<file path="src/rtl/ex_mem_pkg.sv">
// Shared definitions for the EX/MEM pipeline boundary: default widths,
// condition-code bit positions and the control bundle carried to MEM.
package ex_mem_pkg;

    localparam int DATA_W_DEFAULT  = 16;
    localparam int RADDR_W_DEFAULT = 3;
    localparam int FLAG_W_DEFAULT  = 3;

    // Condition-code bit positions inside the CCR
    localparam int FLAG_Z = 0;
    localparam int FLAG_N = 1;
    localparam int FLAG_V = 2;

    // Memory/writeback control bits that travel with the instruction
    typedef struct packed {
        logic mem_read;
        logic mem_write;
        logic reg_write;
    } ex_mem_ctrl_t;

endpackage

</file>
<file path="src/rtl/ex_mem_pipe_reg_ccr_reg.sv">
// Architectural condition-code register with a one-deep shadow copy used
// across interrupt entry (save) and return-from-interrupt (restore).
module ccr_reg
    import ex_mem_pkg::*;
#(
    parameter int FLAG_W = FLAG_W_DEFAULT
) (
    input  logic              clk,
    input  logic              rst,
    input  logic              commit,
    input  logic [FLAG_W-1:0] mask,
    input  logic [FLAG_W-1:0] flags,
    input  logic              save,
    input  logic              restore,
    output logic [FLAG_W-1:0] ccr_q,
    output logic [FLAG_W-1:0] ccr_shadow_q
);

    logic [FLAG_W-1:0] ccr_merged;

    // Per-flag merge: enabled flags come from the ALU, the rest keep their value
    always_comb begin
        ccr_merged = (ccr_q & ~mask) | (flags & mask);
    end

    // Commit the CCR; restore beats both the mask and a simultaneous save,
    // and the shadow captures the post-commit value on interrupt entry
    always_ff @(posedge clk or posedge rst) begin
        if (rst) begin
            ccr_q        <= '0;
            ccr_shadow_q <= '0;
        end else if (commit) begin
            if (restore) begin
                ccr_q <= ccr_shadow_q;
            end else begin
                ccr_q <= ccr_merged;
                if (save) begin
                    ccr_shadow_q <= ccr_merged;
                end
            end
        end
    end

endmodule

</file>
<file path="src/rtl/ex_mem_pipe_reg.sv">
// EX/MEM pipeline boundary: registers the execute-stage result, store data,
// destination and control bits, and owns the architectural CCR (via ccr_reg).
// Flush inserts a bubble, stall freezes everything, otherwise EX is captured.
module ex_mem_pipe_reg
    import ex_mem_pkg::*;
#(
    parameter int DATA_W  = DATA_W_DEFAULT,
    parameter int RADDR_W = RADDR_W_DEFAULT,
    parameter int FLAG_W  = FLAG_W_DEFAULT
) (
    input  logic               clk,
    input  logic               rst,
    input  logic               stall,
    input  logic               flush,
    input  logic               ex_valid,
    input  logic [DATA_W-1:0]  ex_alu_result,
    input  logic [FLAG_W-1:0]  ex_ccr,
    input  logic [FLAG_W-1:0]  ex_flag_en,
    input  logic [DATA_W-1:0]  ex_store_data,
    input  logic [RADDR_W-1:0] ex_rd,
    input  logic               ex_mem_read,
    input  logic               ex_mem_write,
    input  logic               ex_reg_write,
    input  logic               ex_int_save,
    input  logic               ex_rti_restore,
    output logic               mem_valid,
    output logic [DATA_W-1:0]  mem_alu_result,
    output logic [DATA_W-1:0]  mem_store_data,
    output logic [RADDR_W-1:0] mem_rd,
    output logic               mem_mem_read,
    output logic               mem_mem_write,
    output logic               mem_reg_write,
    output logic [FLAG_W-1:0]  ccr_q,
    output logic [FLAG_W-1:0]  ccr_shadow_q
);

    ex_mem_ctrl_t ex_ctrl;
    ex_mem_ctrl_t mem_ctrl;
    logic         capture;
    logic         commit;

    // Bundle the EX control bits, qualified so a bubble can never carry a side effect
    always_comb begin
        ex_ctrl.mem_read  = ex_mem_read  & ex_valid;
        ex_ctrl.mem_write = ex_mem_write & ex_valid;
        ex_ctrl.reg_write = ex_reg_write & ex_valid;
    end

    // Capture happens only when neither flush nor stall is active; the CCR
    // additionally requires a real instruction
    always_comb begin
        capture = ~flush & ~stall;
        commit  = capture & ex_valid;
    end

    // Pipeline register: flush clears, stall holds, otherwise load from EX
    always_ff @(posedge clk or posedge rst) begin
        if (rst) begin
            mem_valid      <= 1'b0;
            mem_alu_result <= '0;
            mem_store_data <= '0;
            mem_rd         <= '0;
            mem_ctrl       <= '0;
        end else if (flush) begin
            mem_valid      <= 1'b0;
            mem_alu_result <= '0;
            mem_store_data <= '0;
            mem_rd         <= '0;
            mem_ctrl       <= '0;
        end else if (capture) begin
            mem_valid      <= ex_valid;
            mem_alu_result <= ex_alu_result;
            mem_store_data <= ex_store_data;
            mem_rd         <= ex_rd;
            mem_ctrl       <= ex_ctrl;
        end
    end

    assign mem_mem_read  = mem_ctrl.mem_read;
    assign mem_mem_write = mem_ctrl.mem_write;
    assign mem_reg_write = mem_ctrl.reg_write;

    ccr_reg #(
        .FLAG_W (FLAG_W)
    ) u_ccr_reg (
        .clk          (clk),
        .rst          (rst),
        .commit       (commit),
        .mask         (ex_flag_en),
        .flags        (ex_ccr),
        .save         (ex_int_save),
        .restore      (ex_rti_restore),
        .ccr_q        (ccr_q),
        .ccr_shadow_q (ccr_shadow_q)
    );

endmodule

</file>
<file path="config.mk">
export PLATFORM = sky130hd
export DESIGN_NAME = ex_mem_pipe_reg
export DESIGN_NICKNAME = d
export VERILOG_FILES = /design/src/rtl/ex_mem_pkg.sv /design/src/rtl/ex_mem_pipe_reg_ccr_reg.sv /design/src/rtl/ex_mem_pipe_reg.sv
export SDC_FILE = /design/constraint.sdc
export NUM_CORES = 1
export LEC_CHECK = 0
export CORE_UTILIZATION = 36
export CTS_CLUSTER_DIAMETER = 80
export DETAILED_ROUTE_END_ITERATION = 6
export PLACE_DENSITY = 0.76
export SLEW_MARGIN = 10
export SYNTH_ARGS = -nofsm -noshare
export SYNTH_HDL_FRONTEND = slang
export SYNTH_SLANG_ARGS = --single-unit
</file>
<file path="constraint.sdc">
create_clock -name clk -period 1.2 [get_ports clk]
set_clock_uncertainty 0.15 [all_clocks]
set_input_delay 0.12 -clock clk [delete_from_list [all_inputs] [get_ports clk]]
set_output_delay 0.12 -clock clk [all_outputs]
set_load 0.05 [all_outputs]
</file>
Yosys cells after proc, flatten, opt, wreduce, memory -nomap -nowiden --
Index checks and enable logic that the tools add are counted.
Storage, ports and cells: bits in registers 45, output and inout bits 45, word-level logic and storage cells 34, input bits 51
Operators by class: reductions and logical operators 2, muxes and demuxes 11, bitwise gates (word level) 12
Operator list (number):
- $mux W16 | 4
- $mux W3 | 5
- $and A3 B3 Y3 | 2
- $and A1 B1 Y1 | 5
- $not A1 Y1 | 3
- $not A3 Y3 | 1
- $or A3 B3 Y3 | 1
- $reduce_and A3 Y1 | 1
- $mux W1 | 2
- $reduce_bool A2 Y1 | 1

Longest topological paths before layout --
Gate-level depths: netlist of run 1.
depth after elaboration 4, mapped depth 4, mapped depth without buffers 3

By module --
From an unflattened synthesis of run 1, not the netlist that was laid out.
Unflattened totals: cell total of the unflattened synthesis 161, area total of the unflattened synthesis 1965.6 µm²
Modules (own cells, without submodules):
- ex_mem_pipe_reg | cells an instance 132, seq. area each 975.9 µm², area an instance 1604.0 µm², instances 1
- ccr_reg | cells an instance 29, seq. area each 150.1 µm², area an instance 361.6 µm², instances 1

Least setup slack after synthesis of run 1 --
OpenSTA, ideal clock, no wires.
kind register -> register, from reg u_ccr_reg.ccr_q[2], to reg u_ccr_reg.ccr_shadow_q[2], setup time 0.125 ns, arrival 1.146 ns, stages on the path, launching flop included 3, clock period less this slack 1.421 ns, setup slack -0.221 ns, path buffers 0, required time 0.925 ns, cell sequence dfrtp_1 mux2_2 mux2_4
On the way: cells in the longest elaborated chain, start to end 2
RTL lines:
- start, declared | RTL line ex_mem_pipe_reg_ccr_reg.sv:15 | output logic [FLAG_W-1:0] ccr_q,
- start signal, assigned | RTL line ex_mem_pipe_reg_ccr_reg.sv:34 | ccr_q <= ccr_shadow_q;
- start signal, assigned | RTL line ex_mem_pipe_reg_ccr_reg.sv:36 | ccr_q <= ccr_merged;
- $and A3 B3 Y3 | RTL line ex_mem_pipe_reg_ccr_reg.sv:23 | ccr_merged = (ccr_q & ~mask) | (flags & mask);
- $or A3 B3 Y3 | RTL line ex_mem_pipe_reg_ccr_reg.sv:23
- end signal, assigned | RTL line ex_mem_pipe_reg_ccr_reg.sv:38 | ccr_shadow_q <= ccr_merged;
- end, declared | RTL line ex_mem_pipe_reg_ccr_reg.sv:16 | output logic [FLAG_W-1:0] ccr_shadow_q
Every way passes these cells. A chain may end at the register's enable or synchronous reset.

Worst setup path in the final report of run 1 --
from reg u_ccr_reg.ccr_q[2], to out ccr_q[2]
RTL lines:
- end, declared | RTL line ex_mem_pipe_reg.sv:33 | output logic [FLAG_W-1:0] ccr_q,
No word-level cell between the ends.

==> flow_summary.yaml, run 1 <==
grt:
  grt_start_max_net_pins: 40
  grt_util_all_layers: 0.187
  grt_antenna_before_repair: 1
  grt_first_pass_wirelength_mm: 7.80
  grt_pass1_vias: 1690
  grt-ovfl-total: 0
placement:
  place_inst: 331
  port_buffers: 95
  place.detailed.hpwl_mm: 3.80
  routabilityCongestion: 0.737
  dp_slack_ps: -409
  detailed_place.area_sq_mm: 0.00350
drt:
  vias_per_cell: 4.74
  drtPass1Iterations: 4
  drc: 0
  drt_iter0_markers: 160
  drt-total-wl_mm: 4.90
  ant_nets: 0
  post_drt_wl_per_cell_um: 14.2
  dr_total_vias: 1630
cts:
  cts-root-buf: "clkbuf_8"
  path_clk_slew_ps: 80
  htree_levels: 2
  cts_sinks: 45
  cts.path.max_buffers: 2
  clk_latency_ps: 280
  cts_tree: "yes"
  cts_buffers: 5
layout:
  final_util: 0.713
  design_area_sq_mm: 0.00364
  area_growth_pct: 90.5
  layout_commonest_cell: "buf_12"
  drive_above_1_share: 0.297
  fin_nets: 324
  num-fill-cells: 385
  fin_cells: 344
  layout.cells.most_common_list: "buf_12 (49), clkdlybuf4s50_1 (47), dfrtp_1 (41)"
floorplan:
  row_count: 26
  die_w_um: 74.9
  dieArea_sq_mm: 0.00561
  initial_core_util: 0.375
  io_pins: 96
  die-height_um: 74.9
  coreArea_sq_mm: 0.00511
sta:
  tightest_slew_ps: 397
  hold_viol: 0
  setup_violations: 2
  finalCritPeriodShare: 1.04
  whs_ps: 160
  fin_crit_ps: 1250
  fmax_ghz: 0.803
  fin_setup_tns_ps: -58.2
  setup_slack_ps: -45.2
  rsz0062_at_grt: "yes"
  timing.slew.headroom: 0.735
  drv_slew: 0
setup_path:
  r2r_start: "u_ccr_reg.ccr_q[2]$_DFFE_PP0P_"
  cp-start-kind: "register"
  crit_path_top_delay_cell: "dfrtp_2"
  reg2reg_depth: 2
  slowest_delay_ps: 430
  cp_top_family: "flip-flops"
  worstPathArrival_ps: 980
  cp_cell_sequence: "buf_6 -> buf_12"
  cp.required_ps: 930
  cp_max_fo: 2
  timing.rr.end: "u_ccr_reg.ccr_shadow_q[2]$_DFFE_PP0P_"
  critical_path_class: "register to output pin"
  crit_buf_inv: 2
  worst_setup_path_end_kind: "output pin"
  rrSetupSlack_ps: -10
status:
  violations: "setup timing"
  status: "complete, but fails checks"
yosys:
  synth_compound_area_frac: 0.0412
  ys_ff_latch: 45
  synthAdderAreaFrac: 0
  syn-cell-area_sq_mm: 0.00191
  synth_xor_area_frac: 0
  synth_top_family_by_area: "multiplexers"
  synth_fp_nets: 214
  synth_cell_types: 21
  synthMuxAreaShare: 0.213
  seq_area_frac_synth: 0.589
  synth_cells: 163
  synth_warnings: 0
  avgSynthCellArea_sq_um: 11.7
  yosys.area_share.simple: 0.125
power:
  power_mw: 4.27
  p_leak_nw: 1.71
  ir_drop_uv: 740
  pwr_density_cell_mw_per_mm2: 1170
min_path:
  hold_start: "stall"
  holdPathStages: 4
  hp-class: "primary input to register"
  hold_path_end: "u_ccr_reg.ccr_shadow_q[1]$_DFFE_PP0P_"
flow_run:
  drv_cap: 0
## cell usage after synthesis (all sizes together)
master	count	area, sq um
buf	6	36.3
nor3b	1	18.8
a32oi	1	8.76
mux2	4	56.3
a22oi	1	7.51
dfrtp	45	1130
inv	3	11.3
o21ai	6	30.0
nor2	38	143
nand3	2	10.0
nand3b	3	26.3
nand2b	1	6.26
nand2	6	22.5
nor2b	2	12.5
a22o	2	17.5
clkbuf	4	15.0
mux2i	35	350
a21oi	3	15.0
## worst max path at each step
stage	startpoint	end	slack (ps)	cells past startpoint
after floorplan	u_ccr_reg.ccr_q[2]$_DFFE_PP0P_	u_ccr_reg.ccr_shadow_q[2]$_DFFE_PP0P_	-120	2
after global placement	flush	u_ccr_reg.ccr_q[1]$_DFFE_PP0P_	-370	5
after detailed placement	flush	u_ccr_reg.ccr_q[0]$_DFFE_PP0P_	-410	5
after CTS	u_ccr_reg.ccr_q[2]$_DFFE_PP0P_	ccr_q[2]	-50	2
after global routing	u_ccr_reg.ccr_q[2]$_DFFE_PP0P_	ccr_q[2]	-80	2
final	u_ccr_reg.ccr_q[2]$_DFFE_PP0P_	ccr_q[2]	-50	2
## power breakdown
group	switching, mW	leakage, nW	internal (mW)
registers	0.156	0.589	1.65
logic	0.755	1.08	0.859
clock network	0.456	0.0410	0.396
total	1.37	1.71	2.91
## registers in the layout (all words and copies together) (netlist names)
name and cells:
mem_store_data 16, mem_reg_write 1, u_ccr_reg.ccr_shadow_q 3, u_ccr_reg.ccr_q 3, mem_mem_read 1, mem_valid 1
mem_mem_write 1, mem_rd 3, mem_alu_result 16
## kinds of logic (layout without fill, tap and decap cells)
group                  after synthesis  in the layout
AO/OA/AOI/OAI                       13             13
buffers and inverters               13            123
AND/OR/NAND/NOR                     53             53
multiplexers                        39             39
other                                0              1
flip-flops                          45             45
## timing repair
| action | 4_1_cts | 5_1_grt |
|---|---|---|
| pin swaps | 1 | 2 |
| hold buffers | 1 | 0 |
| gates resized for setup | 6 | 2 |
| buffers inserted | 3 | 2 |
| setup endpoints to repair | 7 | 46 |
| endpoints found under the hold margin | 5 | 0 |
## worst reg2reg max path, delay by kind of cell (launching register included)
kind          cells  cell delay, ps
multiplexers      2             530
flip-flops        1             430
## layout make-up
class	count	area, sq um	share of cell area
diodes	1	2.50	0.000687
clock buffers	6	72.6	0.0199
clock inverters	1	5.00	0.00137
inverters	3	15.0	0.00412
multi-input cells	105	741	0.203
flip-flops and latches	45	1130	0.310
well taps	70	87.6	0.0240
repair buffers	113	1590	0.436
## metal layers
layer / global-route usage / part of all wire
met1: 0.217 / 0.38
met2: 0.330 / 0.53
met3: 0.0562 / 0.081
met4: 0.0566 / 0.0088
met5: 0 / 0
No activity file was read; power rests on OpenSTA's default activity.
==> run 2: changes to the inputs <==
--- a/config.mk
+++ b/config.mk
@@ -5,10 +5,11 @@
 export SDC_FILE = /design/constraint.sdc
 export NUM_CORES = 1
 export LEC_CHECK = 0
-export CORE_UTILIZATION = 36
+export CORE_UTILIZATION = 35
 export CTS_CLUSTER_DIAMETER = 80
 export DETAILED_ROUTE_END_ITERATION = 6
-export PLACE_DENSITY = 0.76
+export PLACE_DENSITY = 0.74
+export RECOVER_POWER = 100
 export SLEW_MARGIN = 10
 export SYNTH_ARGS = -nofsm -noshare
 export SYNTH_HDL_FRONTEND = slang
==> run 2 against run 1 <==
The run still ends with setup timing left. Cell count decreased by 0.29%. Die area grew 2.8%. Combinational power decreased by 11%. Register-to-register slack about the same. Flip-flop and latch count unchanged. Critical path type unchanged. Largest cell class unchanged.
==> flow_summary.yaml, run 2 (synthesis gave the netlist of run 1 again) <==
cts:
  cts-root-buf: "clkbuf_8"
  cts_buffers: 5
  path_clk_slew_ps: 80
  cts_sinks: 45
  cts_hold_buf: 1
  cts.path.max_buffers: 2
  cts_tree: "yes"
  htree_levels: 2
  clk_latency_ps: 280
sta:
  hold_viol: 0
  fmax_ghz: 0.820
  timing.slew.headroom: 0.707
  setup_violations: 2
  drv_slew: 0
  whs_ps: 128
  fin_crit_ps: 1220
  setup_slack_ps: -20.2
  tightest_slew_ps: 439
  rsz0062_at_grt: "yes"
  finalCritPeriodShare: 1.02
floorplan:
  dieArea_sq_mm: 0.00577
  die_w_um: 75.9
  coreArea_sq_mm: 0.00517
  row_count: 26
  initial_core_util: 0.370
  io_pins: 96
  die-height_um: 75.9
status:
  violations: "setup timing"
  status: "complete, but fails checks"
setup_path:
  cp_max_fo: 2
  r2r_start: "u_ccr_reg.ccr_q[2]$_DFFE_PP0P_"
  worst_setup_path_end_kind: "output pin"
  timing.rr.end: "u_ccr_reg.ccr_shadow_q[2]$_DFFE_PP0P_"
  cp.required_ps: 930
  cp-start-kind: "register"
  reg2reg_depth: 2
  rrSetupSlack_ps: 0
  slowest_delay_ps: 410
  crit_path_top_delay_cell: "dfrtp_2"
  cp_cell_sequence: "buf_6 -> buf_12"
  critical_path_class: "register to output pin"
  worstPathArrival_ps: 950
grt:
  grt_antenna_before_repair: 0
  grt-ovfl-total: 0
  grt_first_pass_wirelength_mm: 8.31
  grt_start_max_net_pins: 40
  grt_util_all_layers: 0.182
  grt_pass1_vias: 1750
layout:
  diodes: 0
  area_growth_pct: 67.7
  layout_commonest_cell: "clkdlybuf4s50_1"
  drive_above_1_share: 0.297
  largestRegisters: "mem_alu_result: 16 flops, mem_store_data: 16 flops"
  fin_nets: 323
  layout.cells.most_common_list: "clkdlybuf4s50_1 (46), dfrtp_1 (40), buf_4 (40)"
drt:
  drc: 0
  drt-total-wl_mm: 4.95
  ant_nets: 0
  post_drt_wl_per_cell_um: 14.4
  drt_iter0_markers: 43
  dr_total_vias: 1593
  drtPass1Iterations: 4
  vias_per_cell: 4.64
power:
  pwr_density_cell_mw_per_mm2: 1360
  p_leak_nw: 1.59
  power_mw: 4.36
  ir_drop_uv: 980
min_path:
  hp-class: "primary input to asynchronous set/reset pin"
flow_run:
  drv_cap: 0
placement:
  place.detailed.hpwl_mm: 3.83
  dp_slack_ps: -446
  port_buffers: 95
  routabilityCongestion: 0.754
## run 2: cell types whose count changed in the layout (fill, tap and decap cells not counted), moves of 2 or more
cell      change
buf_12       -35
buf_4        +29
clkbuf_2      +2
clkbuf_4      +4
## run 2: repair_timing
item / 4_1_cts / 5_1_grt
buffers inserted: 3 / 0
pin swaps: 3 / 2
gates resized for setup: 5 / 2
endpoints found under the hold margin: 7 / 7
endpoints found under the setup margin: 13 / 12
## run 2: worst max path at each step
| stage | slack [ps] | start | end | cells after the start |
|---|---|---|---|---|
| finish | -20 | u_ccr_reg.ccr_q[2]$_DFFE_PP0P_ | ccr_q[2] | 2 |
| global route | -60 | u_ccr_reg.ccr_q[2]$_DFFE_PP0P_ | ccr_q[2] | 2 |
| CTS | -30 | u_ccr_reg.ccr_q[2]$_DFFE_PP0P_ | ccr_q[2] | 2 |
| detailed placement | -450 | flush | u_ccr_reg.ccr_q[1]$_DFFE_PP0P_ | 5 |
| global placement | -410 | flush | u_ccr_reg.ccr_q[1]$_DFFE_PP0P_ | 5 |
| floorplan | -120 | u_ccr_reg.ccr_q[2]$_DFFE_PP0P_ | u_ccr_reg.ccr_shadow_q[2]$_DFFE_PP0P_ | 2 |
## run 2: metrics by stage
| step | area [sq um] | util | instances | TNS [ps] |
|---|---|---|---|---|
| global route | 3210 | 0.620 | 343 | -702 |
| finish | 3210 | 0.620 | 343 | -20.7 |
| floorplan | 1920 | - | 163 | -205 |
| CTS | 3650 | 0.705 | 344 | -36.2 |
| detailed placement | 3480 | 0.673 | 332 | -14530 |
| global placement | 3480 | 0.673 | 332 | -13840 |
## run 2: report_power, final
group	switching [mW]	internal [mW]
Combinational	0.749	0.686
Sequential	0.126	1.65
Clock	0.468	0.679
## run 2: critical path, delay by kind of cell (launching register included)
kind | cells | cell delay (ps)
DFF | 1 | 410
buffers and inverters | 2 | 260
## run 2: cell type report
| type | instances | area (sq um) |
|---|---|---|
| Fill cell | 415 | 1960 |
| Timing Repair Buffer | 112 | 1140 |
| Sequential cell | 45 | 1130 |
| Multi-Input combinational cell | 105 | 723 |
| Tap cell | 70 | 87.6 |
| Clock buffer | 7 | 86.3 |
| Clock inverter | 1 | 30.0 |
| Inverter | 3 | 12.5 |
## run 2: per-layer routing
metal  up-vias  track usage  share of wire
met2        55        0.342           0.54
met1       769        0.202           0.40
met5         -            0              0
met4         0       0.0481         0.0077
met3         6       0.0458          0.055
li1        763            -              -
==> run 3: changes to the inputs <==
--- a/config.mk
+++ b/config.mk
@@ -5,8 +5,9 @@
 export SDC_FILE = /design/constraint.sdc
 export NUM_CORES = 1
 export LEC_CHECK = 0
+export ABC_AREA = 1
 export CORE_UTILIZATION = 35
-export CTS_CLUSTER_DIAMETER = 80
+export CTS_CLUSTER_DIAMETER = 30
 export DETAILED_ROUTE_END_ITERATION = 6
 export PLACE_DENSITY = 0.74
 export RECOVER_POWER = 100
==> run 3 against run 2 <==
Wire length increased by 5.5%. Worst hold slack got worse by 41 ps. The flow now finishes without violations. Design area decreased by 0.94%. Power decreased by 12%. Synthesized cell count increased by 37%. First-iteration DRC count increased by 56%. Critical path type unchanged. Largest cell class is now sequential cells. Setup slack improved by 50 ps. Flip-flop and latch count unchanged.
==> flow_summary.yaml, run 3 <==
status:
  status: "finished, final reports clean"
yosys:
  synth_fp_nets: 275
  synth_warnings: 0
  ys_ff_latch: 45
  synth-edff-count: 0
  yosysMostFrequentCell: "nand2_1"
  syn-cell-area_sq_mm: 0.00196
  synth_top_area_share: 0.574
  synth_cell_types: 13
  synthFlopType: "dfrtp_1"
  yosysTopAreaCell: "dfrtp_1"
  ys_top_cells_by_area: "dfrtp_1 (57%), nand2_1 (20%), nand3_1 (9.2%)"
  synth_cells: 224
  seq_area_frac_synth: 0.574
  avgSynthCellArea_sq_um: 8.76
  synth_common_cells: "nand2_1 (102), dfrtp_1 (45), nand3_1 (36)"
  synth_async_sr_flop_share: 1.00
drt:
  ant_nets: 0
  post_drt_wl_per_cell_um: 13.1
  drt-total-wl_mm: 5.22
  drc: 0
  dr_total_vias: 1834
  vias_per_cell: 4.61
  drt_iter0_markers: 67
  drtPass1Iterations: 4
sta:
  tightest_slew_ps: 606
  fin_crit_ps: 1170
  whs_ps: 87.3
  timing.slew.headroom: 0.596
  drv_slew: 0
  setup_violations: 0
  rsz0062_at_grt: "no"
  hold_viol: 0
  setup_slack_ps: 29.3
  finalCritPeriodShare: 0.976
  fmax_ghz: 0.854
layout:
  fin_nets: 378
  largestRegisters: "mem_alu_result: 16 flops, mem_store_data: 16 flops"
  layout.cells.most_common_list: "nand2_1 (102), clkdlybuf4s50_1 (46), dfrtp_1 (45)"
  drive_above_1_share: 0.244
  area_growth_pct: 62.0
  layout_commonest_cell: "nand2_1"
  diodes: 0
floorplan:
  dieArea_sq_mm: 0.00591
  die_w_um: 76.9
  die-height_um: 76.9
  initial_core_util: 0.375
  io_pins: 96
  coreArea_sq_mm: 0.00524
  row_count: 26
power:
  seq_power_share: 0.450
  pwr_density_cell_mw_per_mm2: 1210
  comb_power_share: 0.309
  intPower_mw: 2.54
  power_mw: 3.84
  p_sw_mw: 1.30
  p_clk_frac: 0.241
  p_sw_frac: 0.339
  ir_drop_uv: 547
  p_leak_nw: 1.67
placement:
  dp_slack_ps: -270
  place.detailed.hpwl_mm: 3.87
  routabilityCongestion: 0.764
  port_buffers: 95
grt:
  grt_start_max_net_pins: 46
  grt_pass1_vias: 1792
  grt_first_pass_wirelength_mm: 8.34
  grt_util_all_layers: 0.179
  grt-ovfl-total: 0
  grt_antenna_before_repair: 0
setup_path:
  timing.rr.end: "u_ccr_reg.ccr_q[1]$_DFFE_PP0P_"
  startpoint: "mem_alu_result[13]$_DFFE_PP0P_"
  cp-start-kind: "register"
  rrSetupSlack_ps: 160
  r2r_start: "u_ccr_reg.ccr_shadow_q[1]$_DFFE_PP0P_"
  cp.required_ps: 930
  reg2reg_depth: 5
  crit_buf_inv: 1
  cp_max_fo: 2
  crit_path_top_delay_cell: "dfrtp_1"
  slowest_delay_ps: 410
  cp_cell_sequence: "buf_4"
  worstPathArrival_ps: 900
  cp_top_family: "flip-flops"
  critical_path_class: "register to output pin"
  worst_setup_path_end_kind: "output pin"
  critPathCapture: "mem_alu_result[13]"
  cp_num_cells: 1
cts:
  path_clk_slew_ps: 80
  cts_tree: "yes"
  cts.path.max_buffers: 2
  htree_levels: 2
  cts-root-buf: "clkbuf_8"
  cts_sinks: 45
  cts_buffers: 5
  clk_latency_ps: 290
min_path:
  holdPathStages: 4
  hp-class: "primary input to register"
flow_run:
  drv_cap: 0
==> run 3: stage by stage <==
step,setup TNS (ps),cells,instance area [sq um],util
after global placement,-7490,389,3480,0.665
after CTS,0,397,3580,0.683
after detailed placement,-8860,389,3480,0.665
final,0,398,3180,0.607
after global routing,0,398,3180,0.607
after floorplan,0,224,1970,-
==> run 3: per-layer routing <==
layer / GRT usage / vias up / wire length, um
met5: 0 / - / 0
met4: 0.0596 / 0 / 53
met3: 0.0417 / 5 / 302
met2: 0.311 / 59 / 2630
met1: 0.217 / 864 / 2230
li1: - / 906 / -
==> run 3: how the worst min path moves through the flow <==
stage / startpoint / to
floorplan: rst / mem_alu_result[0]$_DFFE_PP0P_
global placement: rst / mem_alu_result[15]$_DFFE_PP0P_
detailed placement: rst / mem_store_data[1]$_DFFE_PP0P_
CTS: rst / mem_store_data[10]$_DFFE_PP0P_
global route: stall / mem_valid$_DFFE_PP0P_
finish: stall / mem_valid$_DFFE_PP0P_
==> run 3: logic make-up after synthesis <==
family	count (synthesis)	share of synthesized area
flops	45	0.574
buf+inv	21	0.0580
simple gates	158	0.368
==> run 3: cell type report <==
class                           instances  area (sq um)
Clock buffer                            5          68.8
Multi-Input combinational cell        158           727
Sequential cell                        45          1130
Fill cell                             452          2060
Clock inverter                          3          22.5
Tap cell                               70          87.6
Timing Repair Buffer                  108          1110
Inverter                                9          37.5
==> run 3: worst min-delay path, cell delays in order <==
cell and delay, ps:
buf_2 180, nor2_8 50, nand2_4 90, nand2_1 50
==> run 3: what timing repair did <==
item                                    4_1_cts  5_1_grt
endpoints found under the setup margin        0        4
gates resized for setup                       0        3
setup buffers                                 0        1
hold buffers                                  0        0
==> run 3: power by group through the flow <==
| stage | registers, mW | clock network [mW] | logic, mW |
|---|---|---|---|
| 3_5_place_dp | 1.79 | 0 | 1.35 |
| 2_1_floorplan | 2.12 | 0 | 0.229 |
| 5_1_grt | 1.74 | 1.00 | 1.25 |
| 6_report | 1.73 | 0.928 | 1.19 |
| 3_3_place_gp | 1.79 | 0 | 1.33 |
| 4_1_cts | 1.76 | 0.960 | 1.35 |
